==> src/rtl/regfile_wb_arbiter_pkg.sv <==
// regfile_wb_pkg
//   Shared types and default widths for the register-file writeback arbiter.
//   - wb_src_e : which source won the write port in a given cycle
//   - wb_req_t : one register-file write {addr, data} at the default widths
//   - WB_*     : default parameter values used by regfile_wb_arbiter
package regfile_wb_pkg;

  localparam int WB_D_WIDTH  = 32;
  localparam int WB_A_WIDTH  = 5;
  localparam int WB_LD_DEPTH = 2;

  typedef enum logic [1:0] {
    WB_SRC_NONE,
    WB_SRC_LD,
    WB_SRC_ALU
  } wb_src_e;

  typedef struct packed {
    logic [WB_A_WIDTH-1:0] addr;
    logic [WB_D_WIDTH-1:0] data;
  } wb_req_t;

endpackage

==> src/rtl/regfile_wb_arbiter_fifo.sv <==
// wb_sync_fifo
//   Small synchronous FIFO holding returning load responses until the
//   writeback port can take them. The head entry is visible combinationally
//   so the arbiter can select it in the same cycle it becomes valid.
// Ports:
//   clk, rst_n      clock, asynchronous active-low reset
//   push, push_data enqueue one entry (dropped if full)
//   pop             dequeue the head entry (ignored if empty)
//   head_data       current head entry
//   count           number of stored entries
//   full, empty     occupancy flags
module wb_sync_fifo #(
  parameter  int DEPTH = 2,
  parameter  int WIDTH = 37,
  localparam int CW    = $clog2(DEPTH + 1)
) (
  input  logic             clk,
  input  logic             rst_n,
  input  logic             push,
  input  logic [WIDTH-1:0] push_data,
  input  logic             pop,
  output logic [WIDTH-1:0] head_data,
  output logic [CW-1:0]    count,
  output logic             full,
  output logic             empty
);

  localparam int PW = $clog2(DEPTH);

  logic [WIDTH-1:0] mem [DEPTH];
  logic [PW-1:0]    wr_ptr_reg, rd_ptr_reg;
  logic [CW-1:0]    count_reg, count_next;
  logic             push_ok, pop_ok;

  assign full      = (count_reg == CW'(DEPTH));
  assign empty     = (count_reg == '0);
  assign count     = count_reg;
  assign head_data = mem[rd_ptr_reg];

  // A push into a full queue is dropped so the stored entries stay intact.
  assign push_ok = push && !full;
  assign pop_ok  = pop && !empty;

  always_comb begin
    count_next = count_reg;
    case ({push_ok, pop_ok})
      2'b10:   count_next = count_reg + CW'(1);
      2'b01:   count_next = count_reg - CW'(1);
      default: count_next = count_reg;
    endcase
  end

  // DEPTH is a power of two, so the pointers wrap by plain overflow.
  always_ff @(posedge clk or negedge rst_n) begin
    if (!rst_n) begin
      wr_ptr_reg <= '0;
      rd_ptr_reg <= '0;
      count_reg  <= '0;
    end else begin
      if (push_ok) wr_ptr_reg <= wr_ptr_reg + PW'(1);
      if (pop_ok)  rd_ptr_reg <= rd_ptr_reg + PW'(1);
      count_reg <= count_next;
    end
  end

  // Storage carries no reset; only the pointers define validity.
  always_ff @(posedge clk) begin
    if (push_ok) mem[wr_ptr_reg] <= push_data;
  end

  a_no_push_when_full: assert property (@(posedge clk) disable iff (!rst_n) !(push && full));

endmodule

==> src/rtl/regfile_wb_arbiter.sv <==
// regfile_wb_arbiter
//   Drives the register file's single write port from two sources: in-order
//   load responses (queued in a small FIFO, highest priority) and
//   single-cycle ALU results. Also tracks which registers have a load in
//   flight so decode can stall RAW/WAW hazards.
// Ports:
//   clk, rst_n                         clock, asynchronous active-low reset
//   alu_valid/alu_ready/alu_rd/alu_data ALU result handshake
//   ld_issue_valid/ready/rd            load issue handshake (scoreboard set)
//   ld_resp_valid/rd/data              returning load data, no backpressure
//   wb_we/wb_addr/wb_data              registered register-file write port
//   busy                               per-register pending-load mask
//   ld_outstanding                     issued loads not yet written back
module regfile_wb_arbiter
  import regfile_wb_pkg::*;
#(
  parameter int D_WIDTH  = WB_D_WIDTH,
  parameter int A_WIDTH  = WB_A_WIDTH,
  parameter int LD_DEPTH = WB_LD_DEPTH
) (
  input  logic                           clk,
  input  logic                           rst_n,
  input  logic                           alu_valid,
  output logic                           alu_ready,
  input  logic [A_WIDTH-1:0]             alu_rd,
  input  logic [D_WIDTH-1:0]             alu_data,
  input  logic                           ld_issue_valid,
  output logic                           ld_issue_ready,
  input  logic [A_WIDTH-1:0]             ld_issue_rd,
  input  logic                           ld_resp_valid,
  input  logic [A_WIDTH-1:0]             ld_resp_rd,
  input  logic [D_WIDTH-1:0]             ld_resp_data,
  output logic                           wb_we,
  output logic [A_WIDTH-1:0]             wb_addr,
  output logic [D_WIDTH-1:0]             wb_data,
  output logic [2**A_WIDTH-1:0]          busy,
  output logic [$clog2(LD_DEPTH+1)-1:0]  ld_outstanding
);

  localparam int NREG  = 2**A_WIDTH;
  localparam int CNT_W = $clog2(LD_DEPTH + 1);

  typedef struct packed {
    logic [A_WIDTH-1:0] addr;
    logic [D_WIDTH-1:0] data;
  } req_t;

  logic [NREG-1:0]    busy_reg, busy_next;
  logic [CNT_W-1:0]   ld_cnt_reg, ld_cnt_next;
  logic               wb_we_reg, wb_we_next;
  logic [A_WIDTH-1:0] wb_addr_reg;
  logic [D_WIDTH-1:0] wb_data_reg;

  wb_src_e            sel_src;
  req_t               sel_req, resp_req, fifo_head;
  logic               fifo_pop, fifo_full, fifo_empty;
  logic [CNT_W-1:0]   fifo_count;
  logic               issue_fire, retire;

  assign resp_req.addr = ld_resp_rd;
  assign resp_req.data = ld_resp_data;

  wb_sync_fifo #(
    .DEPTH (LD_DEPTH),
    .WIDTH (A_WIDTH + D_WIDTH)
  ) u_ld_fifo (
    .clk       (clk),
    .rst_n     (rst_n),
    .push      (ld_resp_valid),
    .push_data (resp_req),
    .pop       (fifo_pop),
    .head_data (fifo_head),
    .count     (fifo_count),
    .full      (fifo_full),
    .empty     (fifo_empty)
  );

  // The ALU also yields to a response arriving this cycle: that response
  // will be at the FIFO head next cycle, and loads must never be overtaken.
  assign alu_ready      = fifo_empty && !ld_resp_valid && !busy_reg[alu_rd];
  assign ld_issue_ready = (ld_cnt_reg < CNT_W'(LD_DEPTH)) && !busy_reg[ld_issue_rd];
  assign issue_fire     = ld_issue_valid && ld_issue_ready;

  // Fixed priority: FIFO head, then ALU.
  always_comb begin
    sel_src  = WB_SRC_NONE;
    sel_req  = '0;
    fifo_pop = 1'b0;
    if (!fifo_empty) begin
      sel_src  = WB_SRC_LD;
      sel_req  = fifo_head;
      fifo_pop = 1'b1;
    end else if (alu_valid && alu_ready) begin
      sel_src      = WB_SRC_ALU;
      sel_req.addr = alu_rd;
      sel_req.data = alu_data;
    end
  end

  // A selected load retires at the same edge its write lands, including x0.
  assign retire     = (sel_src == WB_SRC_LD);
  assign wb_we_next = (sel_src != WB_SRC_NONE) && (sel_req.addr != '0);

  always_comb begin
    ld_cnt_next = ld_cnt_reg;
    case ({issue_fire, retire})
      2'b10:   ld_cnt_next = ld_cnt_reg + CNT_W'(1);
      2'b01:   ld_cnt_next = ld_cnt_reg - CNT_W'(1);
      default: ld_cnt_next = ld_cnt_reg;
    endcase
  end

  // x0 is hardwired, so it never gets a pending bit. Set and clear cannot
  // collide on one register: issue is refused while that register is busy.
  assign busy_next[0] = 1'b0;
  for (genvar gi = 1; gi < NREG; gi++) begin : g_busy
    logic set_hit, clr_hit;
    assign set_hit       = issue_fire && (ld_issue_rd == A_WIDTH'(gi));
    assign clr_hit       = retire && (fifo_head.addr == A_WIDTH'(gi));
    assign busy_next[gi] = set_hit || (busy_reg[gi] && !clr_hit);
  end

  always_ff @(posedge clk or negedge rst_n) begin
    if (!rst_n) begin
      busy_reg    <= '0;
      ld_cnt_reg  <= '0;
      wb_we_reg   <= 1'b0;
      wb_addr_reg <= '0;
      wb_data_reg <= '0;
    end else begin
      busy_reg   <= busy_next;
      ld_cnt_reg <= ld_cnt_next;
      wb_we_reg  <= wb_we_next;
      // Address/data hold when idle to avoid needless toggling on the port.
      if (sel_src != WB_SRC_NONE) begin
        wb_addr_reg <= sel_req.addr;
        wb_data_reg <= sel_req.data;
      end
    end
  end

  assign wb_we          = wb_we_reg;
  assign wb_addr        = wb_addr_reg;
  assign wb_data        = wb_data_reg;
  assign busy           = busy_reg;
  assign ld_outstanding = ld_cnt_reg;

  // Every queued response belongs to an issued, unretired load.
  a_fifo_within_outstanding: assert property (@(posedge clk) disable iff (!rst_n)
    fifo_count <= ld_cnt_reg);

endmodule

==> config.mk <==
export PLATFORM = sky130hd
export DESIGN_NAME = regfile_wb_arbiter
export DESIGN_NICKNAME = d
export VERILOG_FILES = /design/src/rtl/regfile_wb_arbiter_pkg.sv /design/src/rtl/regfile_wb_arbiter_fifo.sv /design/src/rtl/regfile_wb_arbiter.sv
export SDC_FILE = /design/constraint.sdc
export NUM_CORES = 1
export LEC_CHECK = 0
export CORE_ASPECT_RATIO = 0.9
export CORE_MARGIN = 2
export CORE_UTILIZATION = 48
export DETAILED_ROUTE_END_ITERATION = 16
export PLACE_DENSITY = 0.77
export SYNTH_ARGS = -nofsm -noshare
export SYNTH_HDL_FRONTEND = slang
export SYNTH_HIERARCHICAL = 1
export SYNTH_SLANG_ARGS = --single-unit
==> constraint.sdc <==
create_clock -name clk -period 7.97 [get_ports clk]
set_clock_uncertainty 0.1 [all_clocks]
set_input_delay 1.594 -clock clk [delete_from_list [all_inputs] [get_ports clk]]
set_output_delay 1.594 -clock clk [all_outputs]
set_load 0.01 [all_outputs]
==> flow_metrics.tcl <==
set metrics [dict create \
    hpwl_um 11800 \
    drv_slew 0 \
    drc 0 \
    avgSynthCellArea_sq_um 13.6 \
    rows 40 \
    drt_iter0_drc 377 \
    largest_register_ffs 74 \
    cts_buffers 17 \
    drive_above_1_share_pct 15.1 \
    fp.dieH_um 116 \
    ir_worst_vdd_uv 248 \
    yosysWarnings 6 \
    fill_cells 981 \
    crit_fanout 12 \
    wl_met3_um 1810 \
    place_inst 791 \
    dr.pass1.iters 5 \
    area_growth_pct 34.3 \
    reg2reg_depth 8 \
    grt_overflow 0 \
    syn_nets 576 \
    cap_violations 0 \
    dr_wl_met2_um 8370 \
    required_ns 6.28 \
    multi_input_area_sq_um 2420 \
    rsz0062_at_grt "no" \
    max_slew_margin_pct 25.7 \
    fin_nets 728 \
    cts_resized 0 \
    ant_nets 0 \
    dieArea_sq_um 14900 \
    syn_inst 490 \
    worstSetupStartpointType "input pin" \
    p_leak_nw 3.58 \
    io_pins 158 \
    h-tree-depth 4 \
    hold_class "reg -> reg" \
    vias 4778 \
    stdcell_count 823 \
    setup_violations 0 \
    cts_hold_buf 0 \
    clkTransAtPathRegs_ns 0.06 \
    clockBufferDepth 2 \
    grt_pass1_wl_um 27300 \
    cts.sinks 149 \
    ff2ff_setup_slack_ns 4.91 \
    period_share_pct 78.6 \
    port_buffers 156 \
    period_minus_slack_ns 6.27 \
    viasPerCell 5.81 \
    coreArea_sq_um 13500 \
    die_width_um 128 \
    grt_pass1_vias 4937 \
    drt-met1-wl_um 6910 \
    gp_congestion 0.945 \
    finalSetupTns_ns 0 \
    antenna_found_initial 0 \
    start_util_pct 49.6 \
    root_buffer "clkbuf_16" \
    grt_max_degree 80 \
    topRoutingLayerUsed "met4" \
    hold_viol 0 \
    postCtsSetupBuffers 0 \
    fmaxAchievable_ghz 0.160 \
    cts_tree "yes" \
    regArea_sq_um 4100 \
    hold_depth 1 \
    synth_area_sq_um 6670 \
    grtUsageTotal_pct 24.5 \
    wl_um 17300 \
    end_kind "output pin" \
    detail_route.wl_per_cell_um 21.0 \
    crit_type "in -> out" \
    tightest_slew_ns 1.11 \
    diodes 0 \
    clkLatencyLatePin_ns 0.42 \
    outcome "finished clean" \
    p_per_area_nw_per_um2 401 \
    cp.arrival_ns 4.57 \
]
[placed cells by master (no fill, tap or decap), drive strengths merged, types with 9 or more instances in the layout]
cell           instances
nor2                  46
nand2                 17
inv                    9
o21ai                 63
edfxtp                74
mux4                  15
clkbuf                17
a21oi                 37
mux2i                 41
mux2                  39
dfrtp                 75
clkdlybuf4s50        155
[stage by stage]
step | hold WS [ns] | power [W] | util [%] | instance area, sq um | worst slack, ns
final | 0.441 | 0.00359 | 66.6 | 8960 | 1.70
after global routing | 0.453 | 0.00379 | 66.6 | 8960 | 1.54
after CTS | 0.453 | 0.00361 | 66.6 | 8960 | 1.73
after detailed placement | 0.442 | 0.00275 | 61.9 | 8330 | 1.73
after global placement | 0.405 | 0.00271 | 61.9 | 8330 | 1.76
after floorplan | 0.361 | 0.00207 | - | 6670 | 3.03
[final cells by class]
type	count	area share (%)
Tap cell	168	2.35
Sequential cell	149	45.8
Multi-Input combinational cell	309	27.0
Clock inverter	15	2.28
Timing Repair Buffer	159	17.6
Clock buffer	17	4.75
Inverter	6	0.251
[final timing paths]
kind	from	to
worst max-delay path	alu_rd[1]	alu_ready
worst min-delay path	ld_outstanding[0]	ld_outstanding[0]
worst max register to register	u_ld_fifo/count[0]	wb_data[17]
worst min register to register	ld_outstanding[0]	ld_outstanding[0]
max in group asynchronous	rst_n	busy[7]
min in group asynchronous	rst_n	wb_addr[2]
[per-layer routing]
layer,vias up,track usage [%]
met5,-,0
met3,18,8.36
met4,0,7.18
li1,2133,-
met1,2361,32.2
met2,266,39.3
[report_power, final]
part           total (W)  internal (W)  switching, W
combinational    0.00140      0.000728      0.000676
sequential       0.00134       0.00111      0.000233
clock           0.000845      0.000526      0.000319
[critical path, cell delays in order]
cell and delay [ns]:
clkdlybuf4s50_1 0.91, mux4_2 0.58, a211oi_1 0.54, nor2_1 0.13
nor4_1 0.22, clkdlybuf4s50_1 0.59
Power figures use the tool's default switching activity.
